==> src/rtl/enemy_bullet_if.sv <==
// enemy_bullet_if: control, enemy/player position inputs and bullet outputs of the enemy bullet.
interface enemy_bullet_if;
    logic       clk_en;
    logic [1:0] scene;
    logic       enemy_alive;
    logic [8:0] enemy_X;
    logic [8:0] enemy_Y;
    logic [8:0] player_X;
    logic [8:0] X;
    logic [8:0] Y;
    logic       player_hit;
    modport master(output clk_en, scene, enemy_alive, enemy_X, enemy_Y, player_X,
                   input X, Y, player_hit);
    modport slave(input clk_en, scene, enemy_alive, enemy_X, enemy_Y, player_X,
                  output X, Y, player_hit);
endinterface

==> src/rtl/enemy_bullet.sv <==
// enemy_bullet: single falling enemy shot with randomized cooldown and player collision pulse.
// Define ENEMY_BULLET_AIM_EN to make the shot drift one pixel toward the player every second move.
module enemy_bullet #(
    parameter int COOLDOWN   = 60,
    parameter int SPEED      = 2,
    parameter int BOTTOM_Y   = 240,
    parameter int PARK_Y     = 300,
    parameter int X_OFFSET   = 7,
    parameter int Y_OFFSET   = 16,
    parameter int PLAYER_Y   = 215,
    parameter int PLAYER_H   = 16,
    parameter int PLAYER_W   = 16,
    parameter int GAME_SCENE = 1
) (
    input logic          clk,
    input logic          rst_n,
    enemy_bullet_if.slave bus
);
    localparam int CW = $clog2(COOLDOWN + 16);
    typedef enum logic {WAIT, FLY} state_t;
    state_t        state, state_n;
    logic [8:0]    x, x_n, y, y_n;
    logic [CW-1:0] cnt, cnt_n, reload;
    logic          hit, hit_n;
    logic [7:0]    lfsr;
    logic [9:0]    spawn_y, y_next;
    logic          collide;
`ifdef ENEMY_BULLET_AIM_EN
    logic          tog, tog_n;
    logic [8:0]    target;
    assign target = bus.player_X + 9'(X_OFFSET);
`endif
    assign reload  = CW'(COOLDOWN) + CW'(lfsr[3:0]);
    assign spawn_y = {1'b0, bus.enemy_Y} + 10'(Y_OFFSET);
    assign y_next  = {1'b0, y} + 10'(SPEED);
    assign collide = state == FLY
                     && {1'b0, y} >= 10'(PLAYER_Y) && {1'b0, y} < 10'(PLAYER_Y + PLAYER_H)
                     && {1'b0, x} >= {1'b0, bus.player_X}
                     && {1'b0, x} < {1'b0, bus.player_X} + 10'(PLAYER_W);
    assign bus.X          = x;
    assign bus.Y          = y;
    assign bus.player_hit = hit;
    always_ff @(posedge clk or negedge rst_n) begin
        if (!rst_n) begin
            state <= WAIT;
            x     <= '0;
            y     <= 9'(PARK_Y);
            cnt   <= CW'(COOLDOWN);
            hit   <= 1'b0;
            lfsr  <= 8'hA5;
`ifdef ENEMY_BULLET_AIM_EN
            tog   <= 1'b0;
`endif
        end else begin
            state <= state_n;
            x     <= x_n;
            y     <= y_n;
            cnt   <= cnt_n;
            hit   <= hit_n;
            lfsr  <= {lfsr[6:0], lfsr[7] ^ lfsr[5] ^ lfsr[4] ^ lfsr[3]};
`ifdef ENEMY_BULLET_AIM_EN
            tog   <= tog_n;
`endif
        end
    end
    always_comb begin
        state_n = state;
        x_n     = x;
        y_n     = y;
        cnt_n   = cnt;
        hit_n   = 1'b0;
`ifdef ENEMY_BULLET_AIM_EN
        tog_n   = tog;
`endif
        if (bus.scene != 2'(GAME_SCENE)) begin
            state_n = WAIT;
            y_n     = 9'(PARK_Y);
            cnt_n   = CW'(COOLDOWN);
        end else if (state == WAIT) begin
            if (bus.clk_en) begin
                if (cnt != '0) begin
                    cnt_n = cnt - 1'b1;
                end else if (bus.enemy_alive && spawn_y < 10'(BOTTOM_Y)) begin
                    x_n     = bus.enemy_X + 9'(X_OFFSET);
                    y_n     = spawn_y[8:0];
                    state_n = FLY;
`ifdef ENEMY_BULLET_AIM_EN
                    tog_n   = 1'b0;
`endif
                end else if (bus.enemy_alive) begin
                    cnt_n = reload;
                end
            end
        end else if (collide) begin
            hit_n   = 1'b1;
            y_n     = 9'(PARK_Y);
            state_n = WAIT;
            cnt_n   = reload;
        end else if (bus.clk_en) begin
            if (y_next >= 10'(BOTTOM_Y)) begin
                y_n     = 9'(PARK_Y);
                state_n = WAIT;
                cnt_n   = reload;
            end else begin
                y_n = y_next[8:0];
            end
`ifdef ENEMY_BULLET_AIM_EN
            tog_n = ~tog;
            x_n   = !tog ? x : (x < target) ? x + 1'b1 : (x > target) ? x - 1'b1 : x;
`endif
        end
    end
endmodule
==> src/flat_wrapper.sv <==
// flat-port wrapper written by rule: the top's interface ports become plain ports
module enemy_bullet_flat 
#(
    parameter int COOLDOWN   = 60,
    parameter int SPEED      = 2,
    parameter int BOTTOM_Y   = 240,
    parameter int PARK_Y     = 300,
    parameter int X_OFFSET   = 7,
    parameter int Y_OFFSET   = 16,
    parameter int PLAYER_Y   = 215,
    parameter int PLAYER_H   = 16,
    parameter int PLAYER_W   = 16,
    parameter int GAME_SCENE = 1
)
  (clk, rst_n, bus_clk_en, bus_scene, bus_enemy_alive, bus_enemy_X, bus_enemy_Y, bus_player_X, bus_X, bus_Y, bus_player_hit);
  enemy_bullet_if bus_i ();
  input logic clk;
  input logic rst_n;
  input wire logic [$bits(bus_i.clk_en)-1:0] bus_clk_en;
  input wire logic [$bits(bus_i.scene)-1:0] bus_scene;
  input wire logic [$bits(bus_i.enemy_alive)-1:0] bus_enemy_alive;
  input wire logic [$bits(bus_i.enemy_X)-1:0] bus_enemy_X;
  input wire logic [$bits(bus_i.enemy_Y)-1:0] bus_enemy_Y;
  input wire logic [$bits(bus_i.player_X)-1:0] bus_player_X;
  output wire logic [$bits(bus_i.X)-1:0] bus_X;
  output wire logic [$bits(bus_i.Y)-1:0] bus_Y;
  output wire logic [$bits(bus_i.player_hit)-1:0] bus_player_hit;
  assign bus_i.clk_en = bus_clk_en;
  assign bus_i.scene = bus_scene;
  assign bus_i.enemy_alive = bus_enemy_alive;
  assign bus_i.enemy_X = bus_enemy_X;
  assign bus_i.enemy_Y = bus_enemy_Y;
  assign bus_i.player_X = bus_player_X;
  assign bus_X = bus_i.X;
  assign bus_Y = bus_i.Y;
  assign bus_player_hit = bus_i.player_hit;
  enemy_bullet #(.COOLDOWN(COOLDOWN), .SPEED(SPEED), .BOTTOM_Y(BOTTOM_Y), .PARK_Y(PARK_Y), .X_OFFSET(X_OFFSET), .Y_OFFSET(Y_OFFSET), .PLAYER_Y(PLAYER_Y), .PLAYER_H(PLAYER_H), .PLAYER_W(PLAYER_W), .GAME_SCENE(GAME_SCENE)) u_core (.clk(clk), .rst_n(rst_n), .bus(bus_i));
endmodule
==> config.mk <==
export PLATFORM = sky130hd
export DESIGN_NAME = enemy_bullet_flat
export DESIGN_NICKNAME = d
export VERILOG_FILES = /design/src/rtl/enemy_bullet_if.sv /design/src/rtl/enemy_bullet.sv /design/src/flat_wrapper.sv
export SDC_FILE = /design/constraint.sdc
export NUM_CORES = 1
export LEC_CHECK = 0
export ABC_AREA = 1
export ABC_CLOCK_PERIOD_IN_PS = 3900
export CORE_MARGIN = 10
export CORE_UTILIZATION = 58
export DETAILED_ROUTE_END_ITERATION = 10
export PLACE_DENSITY_LB_ADDON = 0.15
export SLEW_MARGIN = 20
export SYNTH_ARGS = -nofsm -noshare
export SYNTH_HDL_FRONTEND = slang
export SYNTH_SLANG_ARGS = --single-unit
==> constraint.sdc <==
create_clock -name clk -period 3.9 [get_ports clk]
set_clock_uncertainty 0.1 [all_clocks]
set_input_delay 0.78 -clock clk [delete_from_list [all_inputs] [get_ports clk]]
set_output_delay 0.78 -clock clk [all_outputs]
set_load 0.05 [all_outputs]
# After elaboration in Yosys (flattened, before gate mapping)
# Index checks and enable logic that the tools add are counted.
[totals]
regBits = 35
input_bits = 33
wordCells = 69
[classes]
add_sub_neg = 6
magnitude_cmp = 6
eq_ne = 4
mux = 28
bitwise_logic = 6
n_reduce_logical = 13
[ops]
columns = ["cell", "count"]
rows = [
  ["9-bit two-way mux", 8],
  ["7-bit two-way mux", 9],
  ["9-bit by 5-bit adder with 10-bit output, second input constant", 2],
  ["1-bit two-way mux", 11],
  ["9-bit by 2-bit adder with 10-bit output, second input constant", 1],
  ["10-bit by 8-bit >= comparator with 1-bit output, second input constant", 1],
  ["10-bit by 8-bit less-than comparator with 1-bit output, second input constant", 1],
  ["9-bit by 10-bit less-than comparator with 1-bit output", 1],
  ["5-bit AND reduction", 2],
  ["9-bit by 3-bit adder with 9-bit output, second input constant", 1],
  ["9-bit by 8-bit >= comparator with 1-bit output, second input constant", 1],
  ["9-bit >= comparator", 1],
  ["9-bit by 8-bit less-than comparator with 1-bit output, second input constant", 1],
  ["3-bit nonzero test", 3],
  ["6-bit by 4-bit adder with 7-bit output, first input constant", 1],
  ["7-bit nonzero test", 1],
  ["7-bit by 1-bit subtractor with 7-bit output, second input constant", 1],
  ["1-bit logical AND", 5],
  ["4-bit by 1-bit inequality test with 1-bit output, second input constant", 1],
  ["4-bit inequality test, second input constant", 1],
  ["4-bit AND reduction", 1],
  ["4-bit nonzero test", 1],
  ["3-bit by 1-bit inequality test with 1-bit output, second input constant", 1],
  ["1-bit inverter", 3],
  ["2 further kinds", 4],
]

# Depth between registers and ports, before layout
# Gate-level depths: netlist (run 1).
[depth]
ltp_word = 8
ltp_mapped = 16

# Worst setup path after synthesis (run 1)
# Ideal clock, no wire load.
[synth_path]
path_kind = "input to register"
startpoint = "input bus_player_X[4]"
endpoint = "register u_core.y[0], in the netlist u_core.bus.Y[0]"
arrival_ns = 2.312
required_time_ns = 3.681
slack_ns = 1.368
stages = 16
n_path_buf = 1
path_cell_list = "ha_1 -> inv_1 -> ha_1 -> inv_1 -> nor2_1 -> a21oi_1 -> nand2_1 -> nand2_2 -> nand2_2 -> nor2_4 -> nor2_4 -> nand2_4 -> buf_8 -> nand2_1 -> nand2_1 -> nand2_1"
[synth_via]
elab_chain_cells = 6
elab_cells_between_ends = 10
classes_between = "add/sub (1); order compare (2); mux (3); reduce/logical (4)"
[synth_rtl]
columns = ["item", "line", "source"]
rows = [
  ["from (decl)", "flat_wrapper.sv:24", "input wire logic [$bits(bus_i.player_X)-1:0] bus_player_X;"],
  ["9-bit by 5-bit adder with 10-bit output / 9-bit >= comparator (equally long branches)", "enemy_bullet.sv:39, enemy_bullet.sv:38", ""],
  ["9-bit by 10-bit less-than comparator with 1-bit output / 1-bit logical AND (equally long branches)", "enemy_bullet.sv:39, enemy_bullet.sv:38", ""],
  ["1-bit logical AND *", "enemy_bullet.sv:39", "&& {1'b0, x} < {1'b0, bus.player_X} + 10'(PLAYER_W);"],
  ["9-bit two-way mux", "enemy_bullet.sv:94", "end else if (collide) begin"],
  ["9-bit two-way mux", "enemy_bullet.sv:79", "end else if (state == WAIT) begin"],
  ["9-bit two-way mux", "enemy_bullet.sv:75", "if (bus.scene != 2'(GAME_SCENE)) begin"],
  ["to (signal assigned)", "enemy_bullet.sv:47", "y <= 9'(PARK_Y);"],
  ["to (signal assigned)", "enemy_bullet.sv:57", "y <= y_n;"],
  ["to (decl)", "enemy_bullet.sv:22", "logic [8:0] x, x_n, y, y_n;"],
]
# Every way passes the cells marked *; elsewhere a longest branch is shown, timed or not.
# A chain may end at the register's enable or synchronous reset.

# Final worst setup path (run 1)
[layout_path]
startpoint = "input bus_player_X[4]"
endpoint = "register u_core.cnt[1]"
[layout_via]
elab_chain_cells = 6
elab_cells_between_ends = 11
classes_between = "add/sub (1); order compare (2); eq/ne (1); mux (3); reduce/logical (4)"
[layout_rtl]
columns = ["item", "line", "source"]
rows = [
  ["9-bit by 5-bit adder with 10-bit output / 9-bit >= comparator (equally long branches)", "enemy_bullet.sv:39, enemy_bullet.sv:38", ""],
  ["9-bit by 10-bit less-than comparator with 1-bit output / 1-bit logical AND (equally long branches)", "enemy_bullet.sv:39, enemy_bullet.sv:38", ""],
  ["1-bit logical AND *", "enemy_bullet.sv:39", ""],
  ["branches (longest 3 deep; another with 5-bit AND reduction)", "--", ""],
  ["to (signal assigned)", "enemy_bullet.sv:48", "cnt <= CW'(COOLDOWN);"],
  ["to (signal assigned)", "enemy_bullet.sv:58", "cnt <= cnt_n;"],
  ["to (decl)", "enemy_bullet.sv:23", "logic [CW-1:0] cnt, cnt_n, reload;"],
]
# Mark *: on every way between the ends.

==> implementation parameters, run 1 <==
Parameter                              Value

Route
  Post-route antenna net violation count ... 0
  Number of iterations in the first detailed-routing pass ... 4
  Number of vias per cell ... 5.16
  Total wire length after detailed routing ... ~6.7 mm
  Starting DRC count in detailed routing ... 181
  Vias after detailed routing ... between 2000 and 3000
  Routed wire length per instance ... 12.8 µm
  # DRC ... 0

Min path
  Type of the tightest min-delay check ... reg2reg

Clock network
  Clock Pin Slew Worst Setup and Hold Paths ... 0.07 ns
  Clock tree from TritonCTS ... yes
  Clock latency reported for the late side of the worst-skew pair ... 0.29 ns
  CTS root buffer ... sky130_fd_sc_hd__clkbuf_8
  Post_cts resized ... 0
  Clock sink count ... 35
  Buffer count from post-CTS setup fixing ... 0
  Number of clock buffers inserted by TritonCTS ... 5
  H-tree levels ... 2
  CTS Hold Buffers Added ... 0
  Maximum clock path buffer count ... 2

Global routing
  Number of antenna violations at the first check in global routing ... 0
  First-pass GRT wire length ... 11.6 mm
  Pin count of the biggest net entering global routing ... 36
  Overall overflow remaining after global route ... 0
  Number of global-route vias before repair ... 2586
  Global-route usage over all layers ... 16.4%

Power and ir drop
  Overall power ... 0.984 mW
  Max IR drop VDD ... 0.000196 V
  LEAKAGE ... 1.81 nW
  P per Cell Area ... between 200 and 300 nW/µm²

Timing
  Unrepaired setup endpoints after global routing ... false
  Relative slew margins ... 65.9%
  Final Slew Violations ... 0
  Final Cycle Share ... 75.5%
  Sum of negative setup slack ... 0 ns
  Slew of the pin with the lowest slew margin ... 0.511 ns
  Highest clock rate ... 340 MHz
  Final hold vios ... 0
  Final setup violation count ... 0
  Minimum period implied by the final worst setup slack ... around 3 ns

Worst setup path
  Crit path max fanout ... 8
  Worst Path Required ... 3.98 ns
  Element type at the critical path start ... primary input
  Most used cell, CP ... sky130_fd_sc_hd__nand2_1
  Worst-path cell with the longest stage delay ... sky130_fd_sc_hd__clkdlybuf4s50_1
  Crit-path cells ... clkdlybuf4s50_1, inv_1, nor2_1, xor2_1, ha_1, a21o_1, nand3_2, nand2_1, clkinv_1, nand2_2, nor2_4, nor2_4, nor2_8, nand2_4, nand2_1, nand2_1
  Capturing element type of the critical path ... register
  CP top delay family ... simple AND/OR/NAND/NOR gates
  Critical path's largest stage delay ... 0.54 ns
  Kind of critical path ... in2reg
  Signal arrival time at the worst endpoint ... 3.02 ns
  Count of buffer and inverter cells on the critical path ... 3

Logic synthesis
  Warnings from Yosys ... 0
  Number of distinct standard cells referenced by the synthesized netlist ... 39
  Asr flop ratio synth ... 100%
  Synthesized area divided by synthesized cell count ... around 7.2 µm²
  Cell taking the most area after synthesis ... sky130_fd_sc_hd__dfrtp_1
  Proportion of synthesized chip area in sequential cells ... 30.5%
  Number of register bits inferred by synthesis ... 35
  Most used DFF post-synth ... sky130_fd_sc_hd__dfrtp_1
  Number of nets in the synthesized netlist ... 459
  Dominant cells by area after synthesis ... sky130_fd_sc_hd__dfrtp_1 20%, sky130_fd_sc_hd__nand2_1 15%, sky130_fd_sc_hd__dfstp_2 11%
  Area fraction of the dominant cell type after synthesis ... 19.7%
  Gate count after technology mapping ... just over 400
  Post-synthesis instance area ... just under 3000 µm²
  EDFF count, synth ... 0

Die
  Core footprint ... 4790 µm²
  FP Rows ... 25
  Effective utilization at floorplan ... around three fifths
  Overall die height ... 91.0 µm
  Top-level I/O count ... 52
  Die X ... about 91 µm
  Die footprint ... 8270 µm²

Cells and area
  Commonest non-fill, non-tap cells in the layout ... 116 x sky130_fd_sc_hd__nand2_1, 56 x sky130_fd_sc_hd__inv_1, 51 x sky130_fd_sc_hd__clkdlybuf4s50_1
  Final net count ... 510
  Area growth from synthesis to layout ... 22.4%
  Most common cell after layout, fill and taps aside ... sky130_fd_sc_hd__nand2_1
  Fraction of final layout cells with drive strength greater than 1 ... 12.5%
  Antenna diode count ... 0

Placement
  Port-buffer cells ... 51
  Final weighted congestion of routability-driven global placement ... 0.874
  HPWL reported at the end of detailed placement ... 5.46 mm

Run status
  Outcome ... complete, no violations

Flow run
  Number of maximum-capacitance constraint violations ... 0
[registers in the layout, summed over array words and instances, names as in the netlist]
name and flops:
u_core.state 1, u_core.cnt 7, u_core.bus.X 9, u_core.bus.player_hit 1, u_core.lfsr 8, u_core.bus.Y 9
[cell type report]
| type | instances | area, µm² |
|---|---|---|
| inverters | 61 | 229 |
| repair buffers | 52 | 518 |
| multi-input cells | 301 | 1730 |
| flip-flops and latches | 35 | 891 |
| well taps | 67 | 83.8 |
| fillers | 387 | 1210 |
| clock buffers | 6 | 82.6 |
| clock inverters | 2 | 35.0 |
[where the power goes]
part	internal (mW)	switching [mW]	total [mW]
logic	0.0991	0.140	0.239
clock network	0.207	0.130	0.336
registers	0.384	0.0242	0.408
total	0.690	0.294	0.984
[synthesized netlist by cell type (4+ instances only)]
library cell              number
sky130_fd_sc_hd__nand2_1     116
sky130_fd_sc_hd__inv_1        56
sky130_fd_sc_hd__nand3_1      32
sky130_fd_sc_hd__nor2_1       30
sky130_fd_sc_hd__dfrtp_1      23
sky130_fd_sc_hd__ha_1         21
sky130_fd_sc_hd__dfstp_2      12
sky130_fd_sc_hd__a21oi_1      11
sky130_fd_sc_hd__nand4_1      11
sky130_fd_sc_hd__xnor2_1      10
sky130_fd_sc_hd__xor2_1       10
sky130_fd_sc_hd__nand2_2       8
sky130_fd_sc_hd__nor2_4        8
sky130_fd_sc_hd__o21ai_1       8
sky130_fd_sc_hd__o21ai_0       7
sky130_fd_sc_hd__buf_4         4
sky130_fd_sc_hd__nand3_2       4
sky130_fd_sc_hd__nor2_2        4
[metal layers]
layer,wire [µm],vias to the layer above,part of all wire (%),global-route usage [%]
met1,3010,1254,45,20.0
met3,283,10,4.2,3.21
met2,3350,59,50,29.0
met5,0,-,0,0
li1,-,1380,-,-
met4,61,0,0.91,3.79
[final timing paths]
check	slack [ns]	start	depth (start not counted)	to
worst max-delay path	0.96	bus_player_X[4]	16	u_core.cnt[1]
worst min-delay path	0.26	u_core.lfsr[6]	0	u_core.lfsr[7]
worst max register to register	1.62	u_core.bus.Y[1]	14	u_core.cnt[1]
worst min register to register	0.26	u_core.lfsr[6]	0	u_core.lfsr[7]
max in group asynchronous	2.56	rst_n	2	u_core.cnt[5]
min in group asynchronous	0.80	rst_n	2	u_core.bus.X[0]
[per-stage QoR]
stage / instance area, µm² / hold slack [ns] / util [%] / worst slack (ns) / cells
after floorplan: 2920 / 0.233 / - / 1.37 / 405
after global placement: 3460 / 0.237 / 72.2 / 0.703 / 516
after detailed placement: 3460 / 0.243 / 72.2 / 0.645 / 516
after CTS: 3570 / 0.259 / 74.7 / 0.946 / 524
after global routing: 3570 / 0.261 / 74.7 / 0.736 / 524
final: 3570 / 0.255 / 74.7 / 0.957 / 524
[cells by family after synthesis]
kind of cell,count (synthesis),synth area share [%]
AO/OA/AOI/OAI,33,6.64
XOR/XNOR,20,6.00
adder cells (fa/ha/maj),21,9.00
buffers and inverters,69,10.1
flip-flops,35,30.5
AND/OR/NAND/NOR,227,37.7
Power figures use the tool's default switching activity.
==> inputs of run 2 (changes only) <==
--- a/config.mk
+++ b/config.mk
@@ -6,9 +6,9 @@
 export NUM_CORES = 1
 export LEC_CHECK = 0
 export ABC_AREA = 1
-export ABC_CLOCK_PERIOD_IN_PS = 3900
+export ABC_CLOCK_PERIOD_IN_PS = 2600
 export CORE_MARGIN = 10
-export CORE_UTILIZATION = 58
+export CORE_UTILIZATION = 48
 export DETAILED_ROUTE_END_ITERATION = 10
 export PLACE_DENSITY_LB_ADDON = 0.15
 export SLEW_MARGIN = 20
==> constraint.sdc (replaced) <==
create_clock -name clk -period 2.6 [get_ports clk]
set_clock_uncertainty 0.1 [all_clocks]
set_input_delay 0.52 -clock clk [delete_from_list [all_inputs] [get_ports clk]]
set_output_delay 0.52 -clock clk [all_outputs]
set_load 0.05 [all_outputs]
==> implementation parameters, run 2 (synthesized netlist as in run 1, its figures left out) <==
Parameter                              Value

Global routing
  Pin count of the biggest net entering global routing ... 36 (unchanged)
  Number of global-route vias before repair ... 2643 (+2.2%)
  First-pass GRT wire length ... 12.0 mm (+3.1%)
  Global-route usage over all layers ... 14.5% (-1.9 points)
  Number of antenna violations at the first check in global routing ... 0 (unchanged)
  Overall overflow remaining after global route ... 0 (unchanged)

Worst setup path
  Worst reg2reg path endpoint ... u_core.cnt[6]
  Crit-path cells ... clkdlybuf4s50_1
  Crit path max fanout ... 13 (+5)
  Element type at the critical path start ... register
  Critical path's largest stage delay ... 0.85 ns (+0.31 ns)
  Count of buffer and inverter cells on the critical path ... 1 (-2)
  WP depth ... 1 (-15)
  Launch point of the worst reg-to-reg path ... u_core.bus.Y[2]
  Number of cell instances on the worst register-to-register path ... 14 (unchanged)
  CP top delay family ... buffers and inverters
  Worst-path cell with the longest stage delay ... sky130_fd_sc_hd__clkdlybuf4s50_1
  Register-to-register path setup slack ... 0.29 ns (-1.33 ns)
  Worst Path Required ... 1.98 ns (-2.00 ns)
  Worst setup path startpoint ... u_core.bus.Y[3]
  Kind of critical path ... reg2out
  Capturing element type of the critical path ... output pin
  Signal arrival time at the worst endpoint ... 1.82 ns (-1.20 ns)
  Worst setup endpoint ... bus_Y[3]

Clock network
  Maximum clock path buffer count ... 2 (unchanged)
  Clock tree from TritonCTS ... yes
  CTS root buffer ... sky130_fd_sc_hd__clkbuf_8
  Post_cts resized ... 0 (unchanged)
  Number of clock buffers inserted by TritonCTS ... 5 (unchanged)
  Clock sink count ... 35 (unchanged)
  Clock Pin Slew Worst Setup and Hold Paths ... 0.07 ns (about the same)
  CTS Hold Buffers Added ... 0 (unchanged)
  Clock latency reported for the late side of the worst-skew pair ... 0.29 ns (about the same)
  H-tree levels ... 2 (unchanged)
  Buffer count from post-CTS setup fixing ... 0 (unchanged)

Die
  Overall die height ... 98 µm (+7.7%)
  Effective utilization at floorplan ... 49.3% (-12 points)
  Die footprint ... 9600 µm² (+16%)
  Top-level I/O count ... 52 (unchanged)
  Die X ... 98 µm (+7.7%)
  FP Rows ... 28 (+12%)
  Core footprint ... 5920 µm² (+24%)

Route
  Number of iterations in the first detailed-routing pass ... 4 (unchanged)
  Routed wire length per instance ... 12.6 µm (-2.0%)
  Starting DRC count in detailed routing ... 126 (-30%)
  Number of vias per cell ... 4.90 (-5.1%)
  Total wire length after detailed routing ... 6.87 mm (+2.3%)
  Vias after detailed routing ... 2678 (-0.92%)
  Post-route antenna net violation count ... 0 (unchanged)
  # DRC ... 0 (unchanged)

Cells and area
  Filler cells ... 549 (+42%)
  Area growth from synthesis to layout ... 28.5%
  Most common cell after layout, fill and taps aside ... sky130_fd_sc_hd__nand2_1
  Commonest non-fill, non-tap cells in the layout ... 113 x sky130_fd_sc_hd__nand2_1, 54 x sky130_fd_sc_hd__inv_1, 47 x sky130_fd_sc_hd__clkdlybuf4s50_1
  Final net count ... 525 (+2.9%)
  Fraction of final layout cells with drive strength greater than 1 ... 17.4% (+4.9 points)
  Antenna diode count ... 0 (unchanged)

Placement
  Final weighted congestion of routability-driven global placement ... 0.873 (about the same)
  Port-buffer cells ... 51 (unchanged)
  HPWL reported at the end of detailed placement ... 5.62 mm (+2.9%)

Run status
  Outcome ... complete, no violations

Flow run
  Number of maximum-capacitance constraint violations ... 0 (unchanged)

Timing
  Worst hold-check slack ... 0.251 ns (-0.00376 ns)
  Minimum period implied by the final worst setup slack ... 2.44 ns
  Highest clock rate ... a little over 400 MHz
  Final hold vios ... 0 (unchanged)
  Unrepaired setup endpoints after global routing ... false
  Final setup violation count ... 0 (unchanged)
  Slew of the pin with the lowest slew margin ... 0.503 ns (-0.00755 ns)
  Final Cycle Share ... 93.8%
  Final Slew Violations ... 0 (unchanged)
  Sum of negative setup slack ... 0 ns (unchanged)
  Relative slew margins ... 66.4% (+0.50 points)

Power and ir drop
  Overall power ... 1.50 mW (+52%)
  P per Cell Area ... 398 nW/µm² (+45%)
  LEAKAGE ... 1.92 nW (+5.8%)
  Max IR drop VDD ... 0.000294 V (+49%)

Min path
  Type of the tightest min-delay check ... reg2reg
==> run 2: cell count changes in the layout (fill, tap and decap cells not counted), moves of 3 or more <==
cell	delta
sky130_fd_sc_hd__buf_4	+15
sky130_fd_sc_hd__clkdlybuf4s50_1	-4
sky130_fd_sc_hd__dlymetal6s2s_1	+4
sky130_fd_sc_hd__ha_1	-3
sky130_fd_sc_hd__nand2_1	-3
==> run 2: final cells by class <==
class / instances / area [µm²] / share of cell area, %
Clock buffer: 6 / 82.6 / 2.20
Clock inverter: 2 / 35.0 / 0.933
Inverter: 61 / 229 / 6.10
Multi-Input combinational cell: 301 / 1780 / 47.5
Sequential cell: 35 / 891 / 23.7
Tap cell: 75 / 93.8 / 2.50
Timing Repair Buffer: 67 / 641 / 17.1
==> run 2: report_power, final <==
part / internal, mW / switching (mW) / total, mW
combinational: 0.161 / 0.213 / 0.374
sequential: 0.576 / 0.0372 / 0.613
clock: 0.310 / 0.199 / 0.509
==> run 2: through the flow <==
stage               instances  utilization, %  area [µm²]  worst slack (ns)
floorplan                 405               -        2920             0.328
global placement          539            60.4        3580            -0.233
detailed placement        539            60.4        3580            -0.274
CTS                       547            62.4        3700            0.0178
global route              547            63.4        3750          0.000525
finish                    547            63.4        3750             0.161
==> run 2: worst min-delay path by stage <==
| stage | from | cells past startpoint | slack (ns) | end |
|---|---|---|---|---|
| 2_1_floorplan | rst_n | 0 | 0.12 | u_core.bus.X[0] |
| 3_3_place_gp | u_core.lfsr[6] | 0 | 0.24 | u_core.lfsr[7] |
| 3_5_place_dp | u_core.lfsr[6] | 0 | 0.25 | u_core.lfsr[7] |
| 4_1_cts | u_core.lfsr[6] | 0 | 0.26 | u_core.lfsr[7] |
| 5_1_grt | u_core.lfsr[6] | 0 | 0.26 | u_core.lfsr[7] |
| 6_report | u_core.lfsr[6] | 0 | 0.25 | u_core.lfsr[7] |
==> run 2: metal layers <==
| metal | vias to the layer above | global-route usage (%) | share of wire [%] |
|---|---|---|---|
| met5 | - | 0 | 0 |
| met4 | 0 | 3.69 | 1.1 |
| met3 | 10 | 3.10 | 4.2 |
| met2 | 47 | 25.0 | 49 |
| met1 | 1203 | 17.8 | 46 |
| li1 | 1418 | - | - |
==> inputs of run 3 (changes only) <==
--- a/config.mk
+++ b/config.mk
@@ -7,6 +7,7 @@
 export LEC_CHECK = 0
 export ABC_AREA = 1
 export ABC_CLOCK_PERIOD_IN_PS = 2600
+export CAP_MARGIN = 10
 export CORE_MARGIN = 10
 export CORE_UTILIZATION = 48
 export DETAILED_ROUTE_END_ITERATION = 10
==> results of run 3 <==
The final DEF is identical to that of run 2; final timing and power are the same.
